==> src/rtl/mem_copy_engine_if.sv <==
// mem_copy_engine_if: word-memory bus between the copy engine (master) and the memory (slave)
interface mem_copy_engine_if #(parameter int ADDR_W = 6, parameter int DATA_W = 32);
  logic [ADDR_W-1:0] addr;
  logic [DATA_W-1:0] wd;
  logic [DATA_W-1:0] rd;
  logic              memwrite;
  logic              memread;
  modport master (output addr, wd, memwrite, memread, input rd);
  modport slave (input addr, wd, memwrite, memread, output rd);
endinterface

==> src/rtl/mem_copy_engine.sv <==
// mem_copy_engine: copies len words from src to dst one read/write pair at a time, ascending, with address wrap
module mem_copy_engine #(
  parameter int ADDR_W = 6,
  parameter int DATA_W = 32
) (
  input  logic                   clk,
  input  logic                   rst,
  input  logic                   start,
  input  logic [ADDR_W-1:0]      src,
  input  logic [ADDR_W-1:0]      dst,
  input  logic [ADDR_W:0]        len,
  output logic                   busy,
  output logic                   done,
  output logic [ADDR_W:0]        count,
  mem_copy_engine_if.master      mem
);
  localparam logic [1:0] IDLE  = 2'd0;
  localparam logic [1:0] READ  = 2'd1;
  localparam logic [1:0] WRITE = 2'd2;
  localparam logic [1:0] DONE  = 2'd3;
  logic [1:0]        state_q, state_d;
  logic [ADDR_W-1:0] src_q, src_d, dst_q, dst_d;
  logic [ADDR_W:0]   len_q, len_d, count_q, count_d, count_inc, len_clamp;
  logic [DATA_W-1:0] buf_q, buf_d;
  logic              accept;
  always_comb begin
    accept    = state_q == IDLE && start;
    count_inc = count_q + 1'b1;
    len_clamp = len[ADDR_W] ? {1'b1, {ADDR_W{1'b0}}} : len;
    state_d   = state_q == IDLE  ? (start ? (len == '0 ? DONE : READ) : IDLE) :
                state_q == READ  ? WRITE :
                state_q == WRITE ? (count_inc == len_q ? DONE : READ) : IDLE;
    src_d     = accept ? src : src_q;
    dst_d     = accept ? dst : dst_q;
    len_d     = accept ? len_clamp : len_q;
    count_d   = accept ? '0 : state_q == WRITE ? count_inc : count_q;
    buf_d     = state_q == READ ? mem.rd : buf_q;
    busy      = state_q == READ || state_q == WRITE;
    done      = state_q == DONE;
    count     = count_q;
    mem.memread  = state_q == READ;
    mem.memwrite = state_q == WRITE;
    mem.addr  = state_q == READ  ? src_q + count_q[ADDR_W-1:0] :
                state_q == WRITE ? dst_q + count_q[ADDR_W-1:0] : '0;
    mem.wd    = state_q == WRITE ? buf_q : '0;
  end
  always_ff @(posedge clk or negedge rst) begin
    if (!rst) begin
      state_q <= IDLE;
      src_q   <= '0;
      dst_q   <= '0;
      len_q   <= '0;
      count_q <= '0;
      buf_q   <= '0;
    end else begin
      state_q <= state_d;
      src_q   <= src_d;
      dst_q   <= dst_d;
      len_q   <= len_d;
      count_q <= count_d;
      buf_q   <= buf_d;
    end
  end
endmodule

==> src/flat_wrapper.sv <==
// flat-port wrapper written by rule: the top's interface ports become plain ports
module mem_copy_engine_flat 
#(
  parameter int ADDR_W = 6,
  parameter int DATA_W = 32
)
  (clk, rst, start, src, dst, len, busy, done, count, mem_addr, mem_wd, mem_memwrite, mem_memread, mem_rd);
  mem_copy_engine_if #(.ADDR_W(ADDR_W), .DATA_W(DATA_W)) mem_i ();
  input  logic clk;
  input  logic rst;
  input  logic start;
  input  logic [ADDR_W-1:0] src;
  input  logic [ADDR_W-1:0] dst;
  input  logic [ADDR_W:0] len;
  output logic busy;
  output logic done;
  output logic [ADDR_W:0] count;
  output wire logic [$bits(mem_i.addr)-1:0] mem_addr;
  output wire logic [$bits(mem_i.wd)-1:0] mem_wd;
  output wire logic [$bits(mem_i.memwrite)-1:0] mem_memwrite;
  output wire logic [$bits(mem_i.memread)-1:0] mem_memread;
  input wire logic [$bits(mem_i.rd)-1:0] mem_rd;
  assign mem_addr = mem_i.addr;
  assign mem_wd = mem_i.wd;
  assign mem_memwrite = mem_i.memwrite;
  assign mem_memread = mem_i.memread;
  assign mem_i.rd = mem_rd;
  mem_copy_engine #(.ADDR_W(ADDR_W), .DATA_W(DATA_W)) u_core (.clk(clk), .rst(rst), .start(start), .src(src), .dst(dst), .len(len), .busy(busy), .done(done), .count(count), .mem(mem_i));
endmodule
==> config.mk <==
export PLATFORM = sky130hd
export DESIGN_NAME = mem_copy_engine_flat
export DESIGN_NICKNAME = d
export VERILOG_FILES = /design/src/rtl/mem_copy_engine_if.sv /design/src/rtl/mem_copy_engine.sv /design/src/flat_wrapper.sv
export SDC_FILE = /design/constraint.sdc
export NUM_CORES = 1
export LEC_CHECK = 0
export BUFFER_PORTS_ARGS = -buffer_cell sky130_fd_sc_hd__buf_2
export CAP_MARGIN = 10
export CORE_UTILIZATION = 50
export CTS_CLUSTER_DIAMETER = 50
export DETAILED_ROUTE_END_ITERATION = 8
export PLACE_DENSITY = 0.81
export REMOVE_ABC_BUFFERS = 1
export SLEW_MARGIN = 5
export SYNTH_ARGS = -nofsm -noshare
export SYNTH_HDL_FRONTEND = slang
export SYNTH_SLANG_ARGS = --single-unit
==> constraint.sdc <==
create_clock -name clk -period 5.25 [get_ports clk]
set_input_delay 0.2625 -clock clk [delete_from_list [all_inputs] [get_ports clk]]
set_output_delay 0.2625 -clock clk [all_outputs]
set_load 0.05 [all_outputs]
* Word level (Yosys, flattened, before mapping)
Cells that the tools add are included.
Widths: inputs -> output; s select.
** Word-level totals
- Bits in registers :: 60
- Input port bits :: 54
- Output and inout port bits :: 49
- Logic and storage cells :: 30
** Operators by class
- Add/subtract/negate cells :: 3
- Equal/unequal tests :: 4
- Mux-type cells :: 12
- Reduce and logical (&&, ||, !) cells :: 5
** Operator list (count)
- $mux 32 :: 1
- $mux 7 :: 3
- $add 6x6->6 :: 2
- $mux 2 :: 6
- $mux 6 :: 2
- $add 7x1->7 const B :: 1
- $eq 7x7->1 :: 1
- $logic_not 7->1 :: 1
- $eq 2x2->1 const B :: 2
- $eq 2x1->1 const B :: 1
- $logic_not 2->1 :: 1
- $reduce_bool 2->1 :: 1
- $logic_and 1x1->1 :: 1
- $logic_or 1x1->1 :: 1

* Longest topological paths before layout
Gate-level depths: netlist of run 1.
- Word-level depth :: 6
- Gate-level depth with buffers :: 8
- Gate-level depth less buffers :: 8

* Worst setup path before layout of run 1
OpenSTA, ideal clock, no wires.
- Path kind :: register to output
- From :: register u_core.count_q[1] (netlist: u_core.count[1])
- To :: output port mem_addr[2]
- Arrival time :: 2.714 ns
- Data required time :: 4.988 ns
- Slack :: 2.273 ns
- Stages on the path, launching flop included :: 5
- Path buffers :: 0
- Cells stage by stage :: dfrtp_1 inv_1 fa_1 xor2_1 o31ai_1
** On the way
- Cells in the longest elaborated chain, start to end :: 3
- Elaborated cells on any way between the ends :: 4
- Classes of those cells :: 2 x add/sub; 2 x mux
** RTL lines
- start, declared :: line mem_copy_engine.sv:23 : logic [ADDR_W:0] len_q, len_d, count_q, count_d, count_inc, len_clamp;
- start signal, assigned :: line mem_copy_engine.sv:60 : count_q <= count_d;
- $add 6x6->6 :: line mem_copy_engine.sv:44 : state_q == WRITE ? dst_q + count_q[ADDR_W-1:0] : '0;
- $mux 6 :: line mem_copy_engine.sv:44
- $mux 6 (*) :: line mem_copy_engine.sv:43 : mem.addr = state_q == READ ? src_q + count_q[ADDR_W-1:0] :
- end, declared :: line flat_wrapper.sv:18 : output wire logic [$bits(mem_i.addr)-1:0] mem_addr;
Every way passes the cells marked *; elsewhere a longest branch is shown, timed or not.

* Worst setup path in the final report of run 1
- From :: register u_core.count_q[0] (netlist: u_core.count[0])
- To :: output port mem_addr[4]
Same word-level chain as after synthesis.

==> out/results.tsv, run 1 <==
stage	metric	value	unit
outcome	status	finished clean	
timing	clk_skew	8.27	ps
detailed_routing	Vias	2493	
placement	DP Wirelength	4700	um
logic_synthesis	post-synth top area share	0.467	
die	Die ar.	6750	sq um
grt	GR Util met3	0.0571	
grt	GR Util met1	0.264	
cts	Hold-fix buffers, CTS	0	
worst_hold_path	Worst Hold Class	in2async	
placement	Post-DP Area	3740	sq um
cts	Num CTS Buffers	9	
timing	RSZ-0062 raised after global routing	no	
cts	H-tree lvl count	3	
power	Logic pwr share	0.531	
logic_synthesis	mux share of post-synthesis cell area	0.115	
power	Seq pwr share	0.308	
timing	Slew @ Worst Pin	972	ps
logic_synthesis	sequential share of the synthesized area	0.467	
timing	fin crit period	2720	ps
placement	pre-CTS WS	2490	ps
power	Int Power	1420	uW
final_layout	Ant. Diodes	0	
cts	setup repair bufs after CTS	0	
flow_run	maxcap violations	0	
final_layout	Layout area overhead	23.3	%
cts	CTS tree	yes	
logic_synthesis	top_reg_cell synth	dfrtp_1	
cts	CTS root buf	clkbuf_8	
critical_path	crit path max fanout	10	
final_layout	layout cells sized above 1	0.368	
final_layout	fin area	3960	sq um
detailed_routing	Pre-Repair DR Iteration Count	4	
power	VDD IR max	0.396	mV
final_layout	Layout fillers	499	
logic_synthesis	number of synthesis warnings	0	
die	total core area	6060	sq um
final_layout	area of the multi-input gates	1600	sq um
detailed_routing	Via density	5.11	
logic_synthesis	Synth Register Bits	60	
final_layout	register area	1500	sq um
logic_synthesis	XOR/XNOR Fraction of Synth Area	0.0682	
power	Tot Pwr	2640	uW
critical_path	critical setup path kind	reg2out	
timing	final setup margin	2530	ps
timing	final hold viol count	0	
die	Die Wd	82.1	um
critical_path	Startpoint Class	register	
detailed_routing	drc violations	0	
timing	Fin Setup TNS	0	ps
critical_path	CP Buf/Inv Count	3	
logic_synthesis	count leader, synth	nand2_1	
critical_path	Largest stage delay, worst path	590	ps
logic_synthesis	number of synthesized flops with an enable pin	0	
cts	Clk pin slew, worst setup/hold paths	60	ps
critical_path	WP data arrival	2460	ps
grt	GRT overflow	0	
die	Die Y-Extent	82.1	um
detailed_routing	DRT iter0 DRCs	77	
power	Psw	1220	uW
grt	largest net degree at the start of global routing	61	
logic_synthesis	main combinational cell family by area after synthesis	simple AND/OR/NAND/NOR gates	
die	Initial Util	0.530	
timing	worst relative slew slack	0.352	
grt	first-pass GRT wire length	11000	um
grt	GRT Util Overall	0.220	
timing	setup violators final	0	
detailed_routing	Wirelength per Cell	13.9	um
power	leakage	0.00207	uW
critical_path	most used cell, CP	inv_1	
timing	final worst path period share	0.518	
timing	max frequency	368	MHz
placement	IO Port Bufs	102	
cts	number of clock sinks	60	
cts	CTS resizes	0	
critical_path	Setup crit end kind	output port	
placement	gpl congestion	0.760	
logic_synthesis	top cells by count, synth	62 x nand2_1, 60 x dfrtp_1, 33 x and2_1	
logic_synthesis	Mapped Area	3210	sq um
logic_synthesis	Mapped Cells	309	
logic_synthesis	post-synthesis simple-gate area fraction	0.187	
critical_path	critical-path cell list	ha_1 -> inv_1 -> fa_1 -> inv_1 -> a21o_1 -> a21oi_1 -> xnor2_1 -> a22o_1 -> buf_2	
critical_path	crit path max-delay cell type	dfrtp_1	
timing	Max Slew Vio Count	0	
grt	GR peak layer	met2	
critical_path	Worst EP required	4990	ps
cts	Max clock buf depth	2	
die	Ports	103	
logic_synthesis	Synth area leader	dfrtp_1	
cts	clock latency on the worst-skew pair	320	ps
logic_synthesis	Area contributors post-synth	dfrtp_1 47%, mux2_2 11%, nand2_1 7.2%	
logic_synthesis	library cells used by synthesis	34	
logic_synthesis	Synth Area in Adders	0.0709	
critical_path	Top delay family on crit path	adder cells	
power	Switching Share	0.462	
power	Pwr per Cell Area	667	nW/um^2
logic_synthesis	Synth Area in Compound Gates	0.0561	
power	clock network fraction of total power	0.161	
grt	initial antenna violation count	0	
detailed_routing	Routed WL	6800	um
logic_synthesis	average cell area after synthesis	10.4	sq um
grt	number of global-route vias before repair	2427	
die	FP Rows	28	
logic_synthesis	ys async rst share	1.00	
detailed_routing	post-detailed-route count of antenna-violating nets	0	
final_layout	fin nets	480	
grt	met2 GRT Util	0.366	
## metrics by stage
stage                     hold slack, ps  cells   util
after global placement               450    472  0.617
after global routing                 111    488  0.653
after floorplan                    -33.1    294      -
after CTS                            110    487  0.651
final                               92.7    488  0.653
after detailed placement             457    472  0.617
## kinds of logic after synthesis
kind of cell / after synthesis
and+or+nand+nor: 123
DFF: 60
muxes: 33
AOI/OAI and AO/OA: 28
xor gates and xnor gates: 25
buffers and inverters: 23
adders and majority gates: 17
## area by class of cell
| class | count | area share |
|---|---|---|
| Clock buffer | 14 | 0.0436 |
| Clock inverter | 1 | 0.00758 |
| Inverter | 8 | 0.00758 |
| Multi-Input combinational cell | 226 | 0.404 |
| Sequential cell | 60 | 0.379 |
| Tap cell | 75 | 0.0237 |
| Timing Repair Buffer | 104 | 0.135 |
## worst reg2reg max path: cells and delay by family, from the launching register on
kind | cells | cell delay (ps)
flip-flops | 1 | 400
adder cells (fa/ha/maj) | 1 | 830
multiplexers | 1 | 440
buffers and inverters | 1 | 90
## state kept, by name (all words and copies together), names as in the netlist
signal and flops:
u_core.src_q 6, u_core.len_q 7, u_core.dst_q 6, u_core.count 7
u_core.state_q 2, u_core.buf_q 32
## power groups by stage
stage | clock [uW] | combinational, uW | sequential (uW)
final | 425 | 1400 | 814
after global placement | 0 | 1360 | 806
after detailed placement | 0 | 1400 | 821
after CTS | 436 | 1410 | 815
after floorplan | 0 | 1100 | 806
after global routing | 462 | 1530 | 843
## cell usage in the layout, fill, tap and decap left out, types with 2 or more instances in the layout
master / instances
nor2_1: 11
buf_2: 102
a21oi_1: 6
xor2_1: 8
ha_1: 14
o21ai_0: 4
clkbuf_1: 2
and2_1: 33
xnor2_1: 17
clkbuf_8: 12
o31ai_1: 2
nand4_1: 3
mux2_2: 32
fa_1: 2
nand3b_1: 6
dfrtp_1: 60
nand3_1: 2
a21o_1: 4
a22o_1: 3
o21ai_1: 5
nand2_1: 62
inv_1: 8
## per-layer routing
| metal | wire length, um | up-vias | share of wire |
|---|---|---|---|
| met5 | 0 | - | 0 |
| met4 | 105 | 0 | 0.015 |
| met3 | 511 | 8 | 0.075 |
| met2 | 3190 | 102 | 0.47 |
| met1 | 2990 | 1159 | 0.44 |
| li1 | - | 1224 | - |
## path summary, 6_finish.rpt
check                                            start                           end  slack, ps  depth (start not counted)
min in group clk                                src[2]   u_core.src_q[2]$_DFFE_PN0P_        120                          3
max reg2reg                u_core.state_q[1]$_DFF_PN0_  u_core.buf_q[21]$_DFFE_PN0P_       3370                          3
max                        u_core.count[0]$_DFFE_PN0P_                   mem_addr[4]       2530                          9
min reg2reg                u_core.len_q[3]$_DFFE_PN0P_   u_core.len_q[3]$_DFFE_PN0P_        490                          2
min                                                rst  u_core.buf_q[18]$_DFFE_PN0P_         90                          2
max in group asynchronous                          rst  u_core.buf_q[12]$_DFFE_PN0P_       4660                          2
No activity file was read; power rests on OpenSTA's default activity.
==> run 2: changes to the inputs <==
- CORE_UTILIZATION: 50 -> 46
- PLACE_DENSITY: 0.81 -> 0.78
- clock period: 5.25 -> 2.5 ns (I/O delays scaled with it)
==> run 2 against run 1 <==
Core utilization fell by 2.8 points. Total power rose by 120%. Routed wire length rose by 8.2%. Non-clock buffer count rose by 20. First-iteration DRC count fell by 2.6%. Global-route usage fell by 0.64 points. Clock skew fell by 1.3 ps. Register-to-register slack got worse by 2600 ps. Highest routed layer unchanged.
==> out/results.tsv, run 2 (synthesis results as in run 1) <==
stage	metric	value	unit
critical_path	Setup crit end kind	output port	
grt	number of global-route vias before repair	2591	
cts	clock latency on the worst-skew pair	340	ps
final_layout	commonest non-fill, non-tap cell in the layout	buf_2	
timing	Fin Setup TNS	0	ps
die	Die Y-Extent	85.6	um
final_layout	fin nets	500	
critical_path	Top delay family on crit path	adder cells	
final_layout	fin area	4220	sq um
timing	max frequency	417	MHz
detailed_routing	Routed WL	7350	um
timing	Max Slew Vio Count	0	
grt	met2 GRT Util	0.350	
grt	GR Util met3	0.0549	
cts	Max clock buf depth	2	
die	total core area	6760	sq um
placement	IO Port Bufs	102	
die	Initial Util	0.475	
critical_path	CP Buf/Inv Count	1	
die	Die ar.	7320	sq um
critical_path	FF-to-FF End	u_core.src_q[0]$_DFFE_PN0P_	
grt	first-pass GRT wire length	12200	um
final_layout	Non-Filler Instances	514	
grt	largest net degree at the start of global routing	61	
final_layout	register with the most flip-flops	u_core.buf_q	
detailed_routing	Vias	2589	
power	leakage	0.00218	uW
timing	final worst path period share	0.958	
critical_path	critical setup path kind	reg2out	
grt	GR peak layer	met2	
timing	Slew @ Worst Pin	760	ps
die	Die Wd	85.6	um
critical_path	Largest stage delay, worst path	440	ps
timing	setup violators final	0	
critical_path	critical-path cell list	ha_2 -> fa_1 -> a21o_1 -> a21oi_1 -> xnor2_1 -> a22o_1 -> buf_4	
critical_path	reg-to-reg slack, setup	750	ps
grt	GRT Util Overall	0.213	
critical_path	Startpoint Class	register	
detailed_routing	post-detailed-route count of antenna-violating nets	0	
timing	final hold viol count	0	
worst_hold_path	hold path endpoint	u_core.buf_q[14]$_DFFE_PN0P_	
worst_hold_path	hold path startpoint	mem_rd[14]	
cts	CTS root buf	clkbuf_8	
placement	placed insts	481	
grt	GR Util met1	0.278	
placement	DP Wirelength	4970	um
power	VDD IR max	0.594	mV
critical_path	FF-to-FF path depth	6	
timing	clk_skew	6.92	ps
final_layout	Ant. Diodes	0	
critical_path	WP data arrival	2270	ps
timing	final setup margin	105	ps
power	Pwr per Cell Area	1390	nW/um^2
detailed_routing	Wirelength per Cell	14.3	um
worst_hold_path	Worst Hold Class	in2reg	
critical_path	crit path max fanout	5	
cts	H-tree lvl count	3	
placement	pre-CTS WS	326	ps
detailed_routing	Via density	5.04	
timing	worst relative slew slack	0.493	
final_layout	layout cells sized above 1	0.376	
timing	fin crit period	2400	ps
final_layout	max reg flops	32	
final_layout	Layout area overhead	31.5	%
detailed_routing	drc violations	0	
detailed_routing	DRT iter0 DRCs	75	
die	Ports	103	
flow_run	maxcap violations	0	
outcome	status	finished clean	
cts	number of clock sinks	60	
cts	Clk pin slew, worst setup/hold paths	70	ps
grt	GRT overflow	0	
power	Tot Pwr	5890	uW
final_layout	most frequent cells in the layout	100 x buf_2, 62 x nand2_1, 58 x dfrtp_1	
grt	initial antenna violation count	0	
die	FP Rows	30	
placement	Post-DP Area	3790	sq um
critical_path	crit path max-delay cell type	dfrtp_2	
cts	CTS tree	yes	
critical_path	Worst EP required	2380	ps
worst_hold_path	Cells on Worst Hold Path	2	
detailed_routing	Pre-Repair DR Iteration Count	4	
placement	gpl congestion	0.785	
cts	Num CTS Buffers	9	
critical_path	r2r startpoint	u_core.state_q[0]$_DFF_PN0_	
run 2: cell type report:
| class | count | area (sq um) |
|---|---|---|
| clock inverters | 4 | 95.1 |
| clock buffers | 12 | 155 |
| inverters | 8 | 30.0 |
| multi-input cells | 226 | 1610 |
| flip-flops and latches | 60 | 1500 |
| fillers | 541 | 2530 |
| well taps | 80 | 100 |
| repair buffers | 124 | 734 |
run 2: worst max-delay path by stage:
stage          cells past startpoint                        start           to
6_report                           7  u_core.count[0]$_DFFE_PN0P_  mem_addr[4]
5_1_grt                            7  u_core.count[1]$_DFFE_PN0P_  mem_addr[5]
4_1_cts                            7  u_core.count[1]$_DFFE_PN0P_  mem_addr[5]
3_5_place_dp                       7  u_core.count[0]$_DFFE_PN0P_  mem_addr[4]
3_3_place_gp                       7  u_core.count[0]$_DFFE_PN0P_  mem_addr[4]
2_1_floorplan                      4  u_core.state_q[0]$_DFF_PN0_  mem_addr[1]
run 2: routing by layer:
metal | up-vias | wire length [um]
li1 | 1267 | -
met1 | 1205 | 3270
met2 | 106 | 3480
met3 | 11 | 508
met4 | 0 | 97
met5 | - | 0
run 2: per-stage QoR:
step / hold WS [ps] / util
6_report: 18.7 / 0.625
2_1_floorplan: -171 / -
3_3_place_gp: 313 / 0.561
3_5_place_dp: 316 / 0.561
5_1_grt: 4.39 / 0.625
4_1_cts: 1.19 / 0.622
run 2: power breakdown:
group          internal (uW)  switching [uW]
registers               1430             280
clock network            716             373
logic                   1110            1990
run 2: worst reg2reg max path, stage by stage (launching register included):
cell and delay [ps]:
dfrtp_1 400, inv_1 90, ha_1 250, and2_1 510
buf_4 290, nand2_1 90, nand2_1 60
run 2: what timing repair did:
action,CTS,global route
gates cloned,0,0
buffers inserted,0,2
hold endpoints to repair,74,0
hold buffers,15,0
resized for setup,5,2
endpoints found under the setup margin,2,2
pin swaps,0,1
==> run 3: changes to the inputs <==
- clock period: 2.5 -> 2.16 ns (I/O delays scaled with it)
==> run 3 against run 2 <==
The run now ends with setup timing left. Sequential share of layout area decreased by 1.4 points. Via count up 2.7%. Clock power shrank 21%. Sequential power increased by 15%. Global-route usage increased by 0.074 points. Count of clock-buffer cells in the layout decreased by 1.
==> out/results.tsv, run 3 (synthesis results as in run 1) <==
stage	metric	value	unit
cts	clock latency on the worst-skew pair	330	ps
detailed_routing	Vias	2658	
timing	final setup margin	-2.89	ps
timing	RSZ-0062 raised after global routing	yes	
power	Psw	3080	uW
final_layout	Ant. Diodes	0	
cts	number of clock sinks	60	
cts	H-tree lvl count	3	
critical_path	FF-to-FF path depth	8	
grt	first-pass GRT wire length	12200	um
timing	final worst path period share	1.00	
flow_run	maxcap violations	0	
cts	Max clock buf depth	2	
grt	largest net degree at the start of global routing	33	
grt	GRT overflow	0	
die	FP Rows	30	
critical_path	Worst EP required	2050	ps
die	total core area	6760	sq um
detailed_routing	Routed WL	7290	um
critical_path	Worst Setup SP	u_core.count[0]$_DFFE_PN0P_	
detailed_routing	Via density	5.01	
cts	CTS tree	yes	
timing	Fin Setup TNS	-2.89	ps
die	Ports	103	
timing	Max Slew Vio Count	0	
critical_path	WP data arrival	2050	ps
cts	Clk pin slew, worst setup/hold paths	70	ps
final_layout	fin area	4400	sq um
detailed_routing	DRT iter0 DRCs	69	
outcome	violated checks	setup timing	
power	Logic pwr share	0.567	
final_layout	Layout area overhead	36.9	%
placement	DP Wirelength	4980	um
worst_hold_path	Cells on Worst Hold Path	2	
final_layout	commonest non-fill, non-tap cell in the layout	buf_2	
die	Die ar.	7320	sq um
power	clock network fraction of total power	0.132	
power	leakage	0.00223	uW
critical_path	r2r startpoint	u_core.count[0]$_DFFE_PN0P_	
final_layout	fin nets	517	
outcome	status	complete, but fails checks	
critical_path	reg-to-reg slack, setup	200	ps
detailed_routing	Pre-Repair DR Iteration Count	4	
worst_hold_path	Worst Hold Class	in2reg	
grt	GRT Util Overall	0.214	
power	Switching Share	0.471	
final_layout	register with the most flip-flops	u_core.buf_q	
final_layout	most frequent cells in the layout	98 x buf_2, 62 x nand2_1, 58 x dfrtp_1	
power	VDD IR max	0.585	mV
placement	IO Port Bufs	102	
timing	Slew @ Worst Pin	675	ps
grt	number of global-route vias before repair	2696	
power	Seq pwr share	0.301	
power	Int Power	3460	uW
timing	setup violators final	1	
critical_path	crit path max fanout	3	
grt	initial antenna violation count	0	
critical_path	Setup crit end kind	output port	
timing	clk_skew	7.71	ps
timing	max frequency	462	MHz
detailed_routing	drc violations	0	
detailed_routing	Wirelength per Cell	13.7	um
timing	worst relative slew slack	0.550	
die	Die Wd	85.6	um
cts	CTS root buf	clkbuf_8	
timing	final hold viol count	0	
detailed_routing	post-detailed-route count of antenna-violating nets	0	
placement	gpl congestion	0.738	
critical_path	Startpoint Class	register	
critical_path	critical setup path kind	reg2out	
worst_hold_path	hold path startpoint	mem_rd[29]	
power	Pwr per Cell Area	1490	nW/um^2
final_layout	Layout fillers	548	
placement	Post-DP Area	3830	sq um
die	Initial Util	0.475	
cts	Num CTS Buffers	9	
final_layout	layout cells sized above 1	0.392	
final_layout	max reg flops	32	
timing	fin crit period	2160	ps
die	Die Y-Extent	85.6	um
==> run 3: final timing paths <==
check | endpoint
setup / recovery | mem_addr[4]
hold / removal | u_core.buf_q[29]$_DFFE_PN0P_
setup reg to reg | u_core.state_q[1]$_DFF_PN0_
hold reg to reg | u_core.len_q[3]$_DFFE_PN0P_
max in group asynchronous | u_core.count[0]$_DFFE_PN0P_
min in group asynchronous | u_core.buf_q[31]$_DFFE_PN0P_
==> run 3: stage by stage <==
step	setup slack (ps)	util	total power, uW	hold WS [ps]	std cells
final	-2.89	0.651	6540	15.3	531
after global routing	-113	0.651	6980	2.44	531
after CTS	-17.7	0.645	6510	0.894	531
after detailed placement	137	0.567	5480	177	485
after global placement	172	0.567	5380	176	485
after floorplan	-836	-	4620	-188	294
==> run 3: area by class of cell <==
| cell class | count | area, sq um | area share |
|---|---|---|---|
| multi-input combinational | 226 | 1680 | 0.382 |
| timing repair buffer | 141 | 916 | 0.208 |
| clock inverter | 5 | 27.5 | 0.00626 |
| tap | 80 | 100 | 0.0228 |
| sequential | 60 | 1500 | 0.342 |
| inverter | 8 | 30.0 | 0.00683 |
| clock buffer | 11 | 141 | 0.0322 |
==> run 3: critical path: stages (launching register included) <==
cell and delay [ps]:
dfrtp_2 440, ha_4 180, fa_2 330, a21o_1 180, a21oi_2 140, xnor2_1 130
a22o_1 170, buf_6 160
==> run 3: what timing repair did <==
item	4_1_cts	5_1_grt
endpoints found under the setup margin	3	4
hold endpoints to repair	56	0
hold buffers	28	0
resized for setup	14	9
pin swaps	8	8
setup buffers	2	0
==> run 3: power by group through the flow <==
stage	clock (uW)	combinational (uW)	sequential (uW)
finish	864	3710	1970
global route	942	4000	2040
CTS	893	3660	1960
detailed placement	0	3520	1960
global placement	0	3460	1920
floorplan	0	2660	1960
==> run 3: routing by layer <==
metal,routed length (um),track usage,vias to the layer above
met1,3150,0.262,1253
met4,104,0.0970,0
met2,3600,0.366,99
li1,-,-,1296
met3,434,0.0443,10
met5,0,0,-
